$ cat src/rtl/z_tile_walker.sv
// Tile depth walker: streams z = offset + x*dzdx + y*dzdy for every pixel of a
// 2^TW_LOG2 x 2^TH_LOG2 tile, raster or serpentine, using forward differences only.
module z_tile_walker #(
  parameter int ZW      = 27,
  parameter int TW_LOG2 = 5,
  parameter int TH_LOG2 = 5
) (
  input  logic               clk,
  input  logic               rst,
  input  logic               start,
  input  logic               serp,
  input  logic [ZW-1:0]      dzdx_in,
  input  logic [ZW-1:0]      dzdy_in,
  input  logic [ZW-1:0]      offset_in,
  output logic               out_valid,
  input  logic               out_ready,
  output logic [TW_LOG2-1:0] out_x,
  output logic [TH_LOG2-1:0] out_y,
  output logic [ZW-1:0]      out_z,
  output logic               out_last,
  output logic               busy,
  output logic               done
);

  localparam logic [TW_LOG2-1:0] X_MAX  = '1;
  localparam logic [TH_LOG2-1:0] Y_MAX  = '1;
  localparam bit                 H_EVEN = (TH_LOG2 > 0);

  typedef enum logic {IDLE, RUN} state_t;

  state_t              state_q;
  logic [TW_LOG2-1:0]  x_q;
  logic [TH_LOG2-1:0]  y_q;
  logic [ZW-1:0]       z_q;
  logic [ZW-1:0]       row_base_q;
  logic [ZW-1:0]       dzdx_q;
  logic [ZW-1:0]       dzdy_q;
  logic                serp_q;
  logic                done_q;

  logic                odd_row;
  logic                row_end;
  logic                is_last;
  logic [TW_LOG2-1:0]  last_x;
  logic [ZW-1:0]       row_base_d;

  // Odd serpentine rows run right-to-left, so their row ends at x = 0.
  assign odd_row    = serp_q & y_q[0];
  assign row_end    = odd_row ? (x_q == '0) : (x_q == X_MAX);
  assign last_x     = (serp_q && H_EVEN) ? '0 : X_MAX;
  assign is_last    = (y_q == Y_MAX) && (x_q == last_x);
  assign row_base_d = row_base_q + dzdy_q;

  always_ff @(posedge clk) begin
    if (rst) begin
      state_q    <= IDLE;
      x_q        <= '0;
      y_q        <= '0;
      z_q        <= '0;
      row_base_q <= '0;
      dzdx_q     <= '0;
      dzdy_q     <= '0;
      serp_q     <= 1'b0;
      done_q     <= 1'b0;
    end else begin
      done_q <= 1'b0;
      case (state_q)
        IDLE: begin
          if (start) begin
            state_q    <= RUN;
            dzdx_q     <= dzdx_in;
            dzdy_q     <= dzdy_in;
            serp_q     <= serp;
            x_q        <= '0;
            y_q        <= '0;
            z_q        <= offset_in;
            row_base_q <= offset_in;
          end
        end
        RUN: begin
          if (out_ready) begin
            if (is_last) begin
              state_q <= IDLE;
              done_q  <= 1'b1;
              x_q     <= '0;
              y_q     <= '0;
              z_q     <= '0;
            end else if (row_end) begin
              y_q        <= y_q + TH_LOG2'(1);
              row_base_q <= row_base_d;
              // Serpentine turns in place; raster returns to the saved row start.
              if (serp_q) begin
                z_q <= z_q + dzdy_q;
              end else begin
                x_q <= '0;
                z_q <= row_base_d;
              end
            end else if (odd_row) begin
              x_q <= x_q - TW_LOG2'(1);
              z_q <= z_q - dzdx_q;
            end else begin
              x_q <= x_q + TW_LOG2'(1);
              z_q <= z_q + dzdx_q;
            end
          end
        end
        default: state_q <= IDLE;
      endcase
    end
  end

  assign out_valid = (state_q == RUN);
  assign busy      = (state_q == RUN);
  assign out_x     = x_q;
  assign out_y     = y_q;
  assign out_z     = z_q;
  assign out_last  = (state_q == RUN) & is_last;
  assign done      = done_q;

endmodule
$ cat config.mk
export PLATFORM = sky130hd
export DESIGN_NAME = z_tile_walker
export DESIGN_NICKNAME = d
export VERILOG_FILES = /design/src/rtl/z_tile_walker.sv
export SDC_FILE = /design/constraint.sdc
export NUM_CORES = 1
export LEC_CHECK = 0
export CELL_PAD_IN_SITES_DETAIL_PLACEMENT = 2
export CELL_PAD_IN_SITES_GLOBAL_PLACEMENT = 2
export CORE_MARGIN = 4
export CORE_UTILIZATION = 33
export CTS_CLUSTER_DIAMETER = 150
export DETAILED_ROUTE_END_ITERATION = 10
export PLACE_DENSITY = 0.84
export SLEW_MARGIN = 5
export SYNTH_ARGS = -nofsm -noshare
export SYNTH_HDL_FRONTEND = slang
export SYNTH_SLANG_ARGS = --single-unit
$ cat constraint.sdc
create_clock -name clk -period 5.1 [get_ports clk]
set_clock_uncertainty 0.05 [all_clocks]
set_input_delay 0.765 -clock clk [delete_from_list [all_inputs] [get_ports clk]]
set_output_delay 0.765 -clock clk [all_outputs]
set_load 0.01 [all_outputs]
==> results.ini <==
[timing]
worst_pin_slew_ns = 0.917
rsz0062_at_grt = false
fin_crit_sh_pct = 88.8
fmax_ghz = 0.221
hold_viol = 0
layout_min_cycle_time_ns = 4.53
setup_viol = 0
relSlewSlack_pct = 38.7
slew_viol_final = 0
finalSetupTns_ns = 0

[floorplanning]
start_util_pct = 33.5
io_pins = 127
die_w_um = 182
dieArea_mm2 = 0.0330
core_mm2 = 0.0296
die_h_um = 182
rows = 63

[drt]
wl_um = 45200
vias_per_cell = 6.01
drt_iter0_drc = 762
drcViolationCount = 0
ant_nets = 0
via_count = 10976
drt_pass1_iterations = 4
wire_per_inst_um = 24.7

[final_layout]
fin_cells = 1826
antennaDiodeCount = 0
syn2layout_area_growth_pct = 22.2
drive_gt1_share_pct = 5.57
final_nets = 1597
layout_common_cells = 197 x nand2_1, 186 x a21oi_1, 125 x clkdlybuf4s50_1, 120 x dfxtp_1, 103 x nor2_1
fillerInstances = 3464
final_common_cell = nand2_1

[run]
cap_viol_max_count = 0

[worst_setup_path]
cp-start-kind = flop
worstSetupPathType = flop to flop
cp.required_ns = 5.40
cpMaxStageDelayCell = a221oi_1
r2r_cells = 16
r2r-end = out_z[26]$_SDFFE_PP0P_
crit_fanout = 7
regToRegSetupSlack_ns = 0.57
cpPeakStageDelay_ns = 0.62
cp-end-kind = flop
rr_startpoint = dzdx_q[0]$_SDFFE_PP0P_
cp.arrival_ns = 4.83
path_cells = inv_1 -> ha_1 -> nor3b_1 -> buf_4 -> nor2_1 -> xnor2_1 -> ha_1 -> a21o_1 -> a221oi_1 -> o21ai_1 -> a21oi_1 -> o41ai_1 -> a221oi_1 -> o21ai_0 -> mux2i_1 -> a211oi_1

[clock_network]
clk_pin_slew_ns = 0.06
h-tree-depth = 4
clk_latency_ns = 0.45
root_buffer = clkbuf_16
postCtsSetupRepairBufs = 0
cts_made_buffers = 17
cts_resized = 0
cts_sinks = 121
cts_hold_buffers = 0
cts_tree = yes
max-clock-path-buffers = 2

[global_route]
grt_max_degree = 71
grt_pass1_vias = 11859
grt_pass1_wl_um = 70100
grt.total_usage_pct = 26.9
globalRouteOverflowTotal = 0
antenna_found_initial = 2

[place]
place_congestion = 0.891
dpl.hpwl_um = 32200
portBuffers = 126
dp_cells = 1794

[yosys]
synth_cells = 1325
ys_seq_area_share_pct = 24.4
synth_cell_types = 78
synthMuxAreaShare_pct = 1.61
syn_area_mm2 = 0.00994
synth_edf_count = 0
synthSimpleGateAreaFrac_pct = 21.4
ys.flop_type = dfxtp_1
synth_fp_nets = 1499
synthArstFlopShare_pct = 0
ys_ff_latch = 121
synth-xor-area-share_pct = 7.93
synthAdderAreaFrac_pct = 11.4
synth_top_family_by_area = compound AO/OA/AOI/OAI gates
yosys_warnings = 0
synth-compound-area-share_pct = 29.4
syn_avg_cell_area_um2 = 7.50

[pwr]
p_per_area_mw_per_mm2 = 308
peakVddDrop_v = 0.000186
power_leakage_nw = 4.99

[min_path]
hp-class = flop to flop
hold_end = row_base_q[2]$_SDFFE_PP0P_
whs_path_depth = 2
holdCritStartpoint = row_base_q[2]$_SDFFE_PP0P_

[outcome]
status = finished clean

==> sequential cells by signal, indices dropped and copies added (netlist names) <==
| name | cells |
|---|---|
| busy | 1 |
| row_base_q | 27 |
| serp_q | 1 |
| out_z | 27 |
| out_y | 5 |
| done | 1 |
| dzdx_q | 27 |
| dzdy_q | 27 |
| out_x | 5 |
==> power breakdown <==
part           internal [W]  total, W  switching (W)
logic              0.000518   0.00129       0.000767
clock network      0.000784   0.00134       0.000553
registers           0.00102   0.00112       0.000107
total               0.00232   0.00374        0.00143
==> cells in the mapped netlist, drive strengths merged, types with 3 or more instances <==
cell / count / area share (%)
nand2b: 13 / 0.82
nor4: 7 / 0.44
a311oi: 13 / 1.1
inv: 21 / 0.79
buf: 16 / 0.82
o22ai: 18 / 1.1
o41ai: 6 / 0.53
nand3b: 4 / 0.30
nor3b: 3 / 0.23
ha: 84 / 11
nand2: 198 / 7.5
nor2b: 12 / 0.76
o21a: 10 / 0.76
a31o: 3 / 0.26
nor3: 29 / 1.6
o21bai: 11 / 0.83
o211ai: 12 / 0.91
or2: 4 / 0.25
dfxtp: 121 / 24
or3: 12 / 0.77
fa: 4 / 0.81
o21ai: 69 / 3.6
a31oi: 14 / 1.0
nor2: 103 / 3.9
o221ai: 9 / 0.79
a211o: 5 / 0.45
clkbuf: 50 / 2.3
xor2: 33 / 2.9
and3: 17 / 1.1
xnor2: 57 / 5.0
a221oi: 9 / 0.79
o31ai: 9 / 0.68
mux2i: 16 / 1.6
and2: 12 / 0.77
o2bb2ai: 3 / 0.33
or4: 5 / 0.42
a21oi: 187 / 9.4
nand4: 6 / 0.38
a211oi: 33 / 2.7
nand3: 32 / 1.6
a21o: 28 / 2.1
==> area by class of cell <==
cell class                 count  area (µm²)  area share, %
clock buffer                  18         439           3.62
clock inverter                14         173           1.42
inverter                      21        78.8          0.649
multi-input combinational   1117        7140           58.8
sequential                   121        2420           20.0
tap                          390         488           4.02
timing repair buffer         145        1400           11.5
==> logic make-up after synthesis <==
family                   after synthesis
AND/OR/NAND/NOR                      464
flip-flops                           121
adder cells (fa/ha/maj)               88
buffers and inverters                 87
AO/OA/AOI/OAI                        459
multiplexers                          16
XOR/XNOR                              90
==> worst max-delay path: cells and delay by family, from the launching register on <==
family / cells / cell delay, ns
AO/OA/AOI/OAI: 8 / 2.65
AND/OR/NAND/NOR: 2 / 0.27
multiplexers: 1 / 0.18
flip-flops: 1 / 0.39
buffers and inverters: 2 / 0.24
XOR/XNOR: 1 / 0.14
adder cells (fa/ha/maj): 2 / 0.53
==> per-layer routing <==
| metal | up-vias | global-route usage [%] | routed length [µm] |
|---|---|---|---|
| met2 | 328 | 44.3 | 21100 |
| met1 | 5510 | 35.7 | 20500 |
| met4 | 0 | 9.46 | 1370 |
| met5 | - | 0 | 0 |
| met3 | 86 | 4.51 | 2230 |
| li1 | 5052 | - | - |
==> how the worst max path moves through the flow <==
stage,from,endpoint,slack (ns),depth (start not counted)
after global routing,dzdx_q[0]$_SDFFE_PP0P_,out_z[26]$_SDFFE_PP0P_,0.22,16
final,dzdx_q[0]$_SDFFE_PP0P_,out_z[26]$_SDFFE_PP0P_,0.57,16
after detailed placement,dzdx_q[0]$_SDFFE_PP0P_,out_z[26]$_SDFFE_PP0P_,0.81,16
after global placement,dzdx_q[0]$_SDFFE_PP0P_,out_z[22]$_SDFFE_PP0P_,1.03,16
after CTS,dzdx_q[0]$_SDFFE_PP0P_,out_z[26]$_SDFFE_PP0P_,0.53,16
after floorplan,out_y[0]$_SDFFE_PP0P_,out_z[22]$_SDFFE_PP0P_,1.23,15
==> stage by stage <==
stage / power, W / cell area (µm²) / util, % / setup WS (ns) / hold WS [ns]
floorplan: 0.00192 / 9940 / - / 1.23 / 0.386
global placement: 0.00231 / 11500 / 38.9 / 1.03 / 0.403
detailed placement: 0.00237 / 11500 / 38.9 / 0.805 / 0.426
CTS: 0.00373 / 12100 / 41.0 / 0.534 / 0.434
global route: 0.00392 / 12100 / 41.0 / 0.220 / 0.453
finish: 0.00374 / 12100 / 41.0 / 0.569 / 0.432
(Power assumes the default switching activity.)
